$ cat src/rtl/call_stack_if.sv
// Call/return handshake between the fetch-stage PC logic and the return-address stack.
interface call_stack_if #(
    parameter int unsigned ADDR_W = 11,
    parameter int unsigned DEPTH  = 8
);
    localparam int unsigned PTR_W = $clog2(DEPTH);

    logic              clear;
    logic              push;
    logic              pop;
    logic [ADDR_W-1:0] push_addr;
    logic [ADDR_W-1:0] top;
    logic [ADDR_W-1:0] ret_addr;
    logic [PTR_W:0]    count;
    logic              empty;
    logic              full;
    logic              overflow;
    logic              underflow;

    modport master (
        output clear, push, pop, push_addr,
        input  top, ret_addr, count, empty, full, overflow, underflow
    );

    modport slave (
        input  clear, push, pop, push_addr,
        output top, ret_addr, count, empty, full, overflow, underflow
    );
endinterface

$ cat src/rtl/call_stack.sv
// DEPTH-deep hardware return-address stack; a circular array that overwrites the oldest
// entry on overflow and hands back the saved PC + 1 as the return target.
module call_stack #(
    parameter int unsigned ADDR_W = 11,
    parameter int unsigned DEPTH  = 8
) (
    input  logic         clock,
    input  logic         reset_n,
    call_stack_if.slave  bus
);
    localparam int unsigned PTR_W = $clog2(DEPTH);
    localparam logic [PTR_W:0] FULL_CNT = (PTR_W + 1)'(DEPTH);

    logic [ADDR_W-1:0] mem [DEPTH];
    logic [PTR_W-1:0]  wp_q, wp_d;
    logic [PTR_W:0]    count_q, count_d;
    logic              ovf_q, ovf_d;
    logic              unf_q, unf_d;
    logic              mem_we;
    logic [PTR_W-1:0]  mem_waddr;
    logic [PTR_W-1:0]  top_idx;
    logic              is_empty;
    logic              is_full;

    assign is_empty = (count_q == '0);
    assign is_full  = (count_q == FULL_CNT);
    assign top_idx  = wp_q - 1'b1;

    always_comb begin
        wp_d      = wp_q;
        count_d   = count_q;
        ovf_d     = ovf_q;
        unf_d     = unf_q;
        mem_we    = 1'b0;
        mem_waddr = wp_q;
        if (bus.clear) begin
            wp_d    = '0;
            count_d = '0;
            ovf_d   = 1'b0;
            unf_d   = 1'b0;
        end else if (bus.push && (!bus.pop || is_empty)) begin
            // Plain push; a push+pop on an empty stack degrades to this.
            mem_we = 1'b1;
            wp_d   = wp_q + 1'b1;
            if (is_full) begin
                ovf_d = 1'b1;
            end else begin
                count_d = count_q + 1'b1;
            end
            if (bus.pop) begin
                unf_d = 1'b1;
            end
        end else if (bus.push && bus.pop) begin
            // Tail call: replace the top entry in place.
            mem_we    = 1'b1;
            mem_waddr = top_idx;
        end else if (bus.pop) begin
            if (is_empty) begin
                unf_d = 1'b1;
            end else begin
                wp_d    = top_idx;
                count_d = count_q - 1'b1;
            end
        end
    end

    always_ff @(posedge clock or negedge reset_n) begin
        if (!reset_n) begin
            wp_q    <= '0;
            count_q <= '0;
            ovf_q   <= 1'b0;
            unf_q   <= 1'b0;
        end else begin
            wp_q    <= wp_d;
            count_q <= count_d;
            ovf_q   <= ovf_d;
            unf_q   <= unf_d;
        end
    end

    // Storage is not reset; the write is still suppressed while reset is held.
    always_ff @(posedge clock) begin
        if (mem_we && reset_n) begin
            mem[mem_waddr] <= bus.push_addr;
        end
    end

    assign bus.top       = is_empty ? '0 : mem[top_idx];
    assign bus.ret_addr  = bus.top + 1'b1;
    assign bus.count     = count_q;
    assign bus.empty     = is_empty;
    assign bus.full      = is_full;
    assign bus.overflow  = ovf_q;
    assign bus.underflow = unf_q;
endmodule

$ cat src/flat_wrapper.sv
// flat-port wrapper written by rule: the top's interface ports become plain ports
module call_stack_flat 
#(
    parameter int unsigned ADDR_W = 11,
    parameter int unsigned DEPTH  = 8
)
  (clock, reset_n, bus_clear, bus_push, bus_pop, bus_push_addr, bus_top, bus_ret_addr, bus_count, bus_empty, bus_full, bus_overflow, bus_underflow);
  call_stack_if #(.ADDR_W(ADDR_W), .DEPTH(DEPTH)) bus_i ();
  input  logic clock;
  input  logic reset_n;
  input wire logic [$bits(bus_i.clear)-1:0] bus_clear;
  input wire logic [$bits(bus_i.push)-1:0] bus_push;
  input wire logic [$bits(bus_i.pop)-1:0] bus_pop;
  input wire logic [$bits(bus_i.push_addr)-1:0] bus_push_addr;
  output wire logic [$bits(bus_i.top)-1:0] bus_top;
  output wire logic [$bits(bus_i.ret_addr)-1:0] bus_ret_addr;
  output wire logic [$bits(bus_i.count)-1:0] bus_count;
  output wire logic [$bits(bus_i.empty)-1:0] bus_empty;
  output wire logic [$bits(bus_i.full)-1:0] bus_full;
  output wire logic [$bits(bus_i.overflow)-1:0] bus_overflow;
  output wire logic [$bits(bus_i.underflow)-1:0] bus_underflow;
  assign bus_i.clear = bus_clear;
  assign bus_i.push = bus_push;
  assign bus_i.pop = bus_pop;
  assign bus_i.push_addr = bus_push_addr;
  assign bus_top = bus_i.top;
  assign bus_ret_addr = bus_i.ret_addr;
  assign bus_count = bus_i.count;
  assign bus_empty = bus_i.empty;
  assign bus_full = bus_i.full;
  assign bus_overflow = bus_i.overflow;
  assign bus_underflow = bus_i.underflow;
  call_stack #(.ADDR_W(ADDR_W), .DEPTH(DEPTH)) u_core (.clock(clock), .reset_n(reset_n), .bus(bus_i));
endmodule
$ cat config.mk
export PLATFORM = sky130hd
export DESIGN_NAME = call_stack_flat
export DESIGN_NICKNAME = d
export VERILOG_FILES = /design/src/rtl/call_stack_if.sv /design/src/rtl/call_stack.sv /design/src/flat_wrapper.sv
export SDC_FILE = /design/constraint.sdc
export NUM_CORES = 1
export LEC_CHECK = 0
export CORE_MARGIN = 4
export CORE_UTILIZATION = 55
export DETAILED_ROUTE_END_ITERATION = 8
export PLACE_DENSITY_LB_ADDON = 0.1
export SETUP_SLACK_MARGIN = 0.2
export SYNTH_ARGS = -nofsm -noshare
export SYNTH_HDL_FRONTEND = slang
export SYNTH_SLANG_ARGS = --single-unit
$ cat constraint.sdc
create_clock -name clock -period 4.9 [get_ports clock]
set_clock_uncertainty 0.1 [all_clocks]
set_input_delay 0.98 -clock clock [delete_from_list [all_inputs] [get_ports clock]]
set_output_delay 0.98 -clock clock [all_outputs]
set_load 0.05 [all_outputs]
==> results.yml <==
run_status:
  outcome: "complete, no violations"
setup_path:
  reg2reg_slack_ns: 1.91
  r2r-start: "u_core.wp_q[1]$_DFFE_PN0P_"
  cp.arrival_ns: 3.47
  reg2regPathDepth: 9
  cp_data_required_time_ns: 3.82
  start_kind: "register"
  critical_path_class: "reg2out"
  critPathMaxFanout: 12
  cp-end-kind: "primary output"
  reg2reg_to: "u_core.mem[1][1]$_DFFE_PP_"
timing:
  fmax_ghz: 0.220
  rsz0062_at_grt: "yes"
  setup_viol: 0
  timing.hold.ws_ns: 0.408
  setup_tns_ns: 0
  period_share_pct: 92.9
  min_period_ns: 4.55
  tightest_slew_ns: 0.919
  hold_violations: 0
  slew_violations: 0
  max_slew_margin_pct: 37.9
synthesis:
  yosys.area.top_type_share_pct: 61.4
  synth-seq-cells: 97
  synth_fp_nets: 298
  avgSynthCellArea_um2: 15.5
  synth.distinct_cells: 46
  syn_area_um2: 4300
  synthCells: 277
  yosysTopAreaCell: "edfxtp_1"
  seq_area_frac_synth_pct: 66.7
  synthTopCellsByArea: "edfxtp_1 61%, mux4_2 8.9%, dfrtp_1 5.2%, mux2i_1 2.8%, xnor2_1 1.8%"
  ys_warn_count: 0
cts:
  ctsHoldBuffers: 0
  path_clk_slew_ns: 0.09
  cts_buffers: 9
  cts_tree: "yes"
  htreeDepth: 3
  clock_latency_ns: 0.35
  clockRootBuffer: "clkbuf_8"
  clockBufferDepth: 2
  clock_sinks: 97
route:
  drt-initial-drc-count: 148
  drc: 0
  vias_per_cell: 5.77
  routed-via-count: 2526
  postRouteAntennaNets: 0
  dr.pass1.iters: 5
  finalWirelength_um: 9300
  post_drt_wl_per_cell_um: 21.2
die:
  row_count: 31
  coreArea_um2: 7410
  die_w_um: 96.4
  io_pins: 46
  die_area_um2: 9300
  start_util_pct: 58.0
  die_h_um: 96.4
min_path:
  hold_depth: 2
  hold_start: "u_core.bus.underflow$_DFFE_PN0P_"
  hold_class: "reg2reg"
  holdPathEnd: "u_core.bus.underflow$_DFFE_PN0P_"
job:
  maxCapViolations: 0
layout:
  drive_above_1_share_pct: 27.4
  fillers: 475
  area_delta_synth_final_pct: 27.1
  instances_no_fill: 438
  final_nets: 355
  postLayoutCellArea_um2: 5470
  antennaDiodeCount: 0
place:
  gp_congestion: 0.759
  hpwlAfterDp_um: 6410
  io_buffers: 45
  dp.cells: 420
  placed_cell_area_um2: 5210
global_route:
  track_usage_pct: 21.7
  grt_first_pass_wirelength_um: 14400
  antenna_found_initial: 0
  overflow: 0
  grt_max_degree: 27
  grt_pass1_vias: 2636
==> through the flow <==
stage,utilization (%),setup slack (ns)
floorplan,-,0.227
global placement,70.4,0.487
detailed placement,70.4,0.332
CTS,73.3,0.258
global route,73.8,0.143
finish,73.8,0.347
==> critical path, stage by stage (launching register included) <==
cell and delay (ns):
dfrtp_1 0.48, inv_1 0.15, ha_4 0.41, buf_4 0.23, mux2i_1 0.10, mux4_2 0.52, nor2_4 0.21, nand3_1 0.24
nor4_4 0.39, xor2_2 0.21, buf_12 0.16
==> cells in the mapped netlist, drive strengths merged <==
library cell / n
xnor2: 9
nand2: 18
nor2: 22
nor3b: 1
a21o: 1
a311oi: 3
nor4b: 1
nand3: 10
or4: 2
edfxtp: 88
a21oi: 12
nor3: 7
o41ai: 1
nand4b: 1
mux4: 17
mux2: 1
ha: 5
and2: 2
o21ai: 5
and4: 1
dfrtp: 9
inv: 7
a22o: 2
clkinv: 1
nor2b: 2
buf: 10
o31ai: 2
a211oi: 1
nand4: 1
a2111oi: 2
nor4: 2
a31oi: 2
mux2i: 12
xor2: 10
clkbuf: 5
and3: 2
==> metal layers <==
metal / routed length [um] / track usage, % / vias up / part of all wire (%)
met5: 0 / 0 / - / 0
met4: 85 / 5.61 / 0 / 0.91
met3: 462 / 4.03 / 7 / 5.0
met2: 5040 / 39.0 / 74 / 54
met1: 3710 / 27.0 / 1270 / 40
li1: - / - / 1175 / -
==> area by class of cell <==
cell class	count	area, um2	area share (%)
Inverter	8	35.0	0.641
Timing Repair Buffer	61	778	14.2
Clock buffer	9	124	2.27
Clock inverter	7	71.3	1.30
Tap cell	99	124	2.27
Sequential cell	97	2870	52.5
Multi-Input combinational cell	157	1470	26.8
==> state kept, by name, summed over array words and instances (netlist names) <==
signal / cells
u_core.bus.count: 4
u_core.mem: 88
u_core.bus.underflow: 1
u_core.wp_q: 3
u_core.bus.overflow: 1
==> worst max path at each step <==
| stage | end | cells after the start | slack (ns) | start |
|---|---|---|---|---|
| after floorplan | bus_ret_addr[10] | 14 | 0.23 | u_core.wp_q[0]$_DFFE_PN0P_ |
| after global placement | bus_ret_addr[10] | 10 | 0.49 | u_core.wp_q[0]$_DFFE_PN0P_ |
| after detailed placement | bus_ret_addr[10] | 10 | 0.33 | u_core.wp_q[1]$_DFFE_PN0P_ |
| after CTS | bus_ret_addr[10] | 10 | 0.26 | u_core.wp_q[1]$_DFFE_PN0P_ |
| after global routing | bus_ret_addr[10] | 10 | 0.14 | u_core.wp_q[1]$_DFFE_PN0P_ |
| final | bus_ret_addr[10] | 10 | 0.35 | u_core.wp_q[1]$_DFFE_PN0P_ |
==> kinds of logic after synthesis <==
kind of cell    after synthesis  share of synthesized area [%]
buf+inv                      23                           2.56
compound gates               31                           4.68
fa+ha+maj                     5                           1.45
mux                          30                           12.0
flops                        97                           66.7
simple gates                 72                           8.61
xor+xnor                     19                           4.04
==> timing repair <==
| action | CTS | global route |
|---|---|---|
| endpoints found under the setup margin | 5 | 4 |
| gates resized for setup | 3 | 3 |
| gates cloned | 0 | 0 |
| buffers inserted | 0 | 2 |
| pin swaps | 0 | 1 |
==> cells in the final DEF (no fill, tap or decap), types with 3 or more instances in the layout <==
| master | n |
|---|---|
| xnor2_1 | 8 |
| buf_4 | 17 |
| nand2_1 | 18 |
| dfrtp_1 | 9 |
| clkdlybuf4s50_1 | 23 |
| edfxtp_1 | 88 |
| nor3_1 | 6 |
| clkbuf_8 | 9 |
| inv_1 | 4 |
| xor2_1 | 5 |
| nor2_1 | 19 |
| nand3_1 | 10 |
| mux2i_1 | 12 |
| a21oi_2 | 3 |
| buf_12 | 21 |
| o21ai_0 | 4 |
| clkinv_4 | 3 |
| mux4_2 | 17 |
| xor2_4 | 3 |
| a21oi_1 | 8 |
| a311oi_1 | 3 |
| ha_1 | 4 |
Power is not shown: default switching activity piles up to over one toggle a cycle in this logic, so the estimate is an artifact.
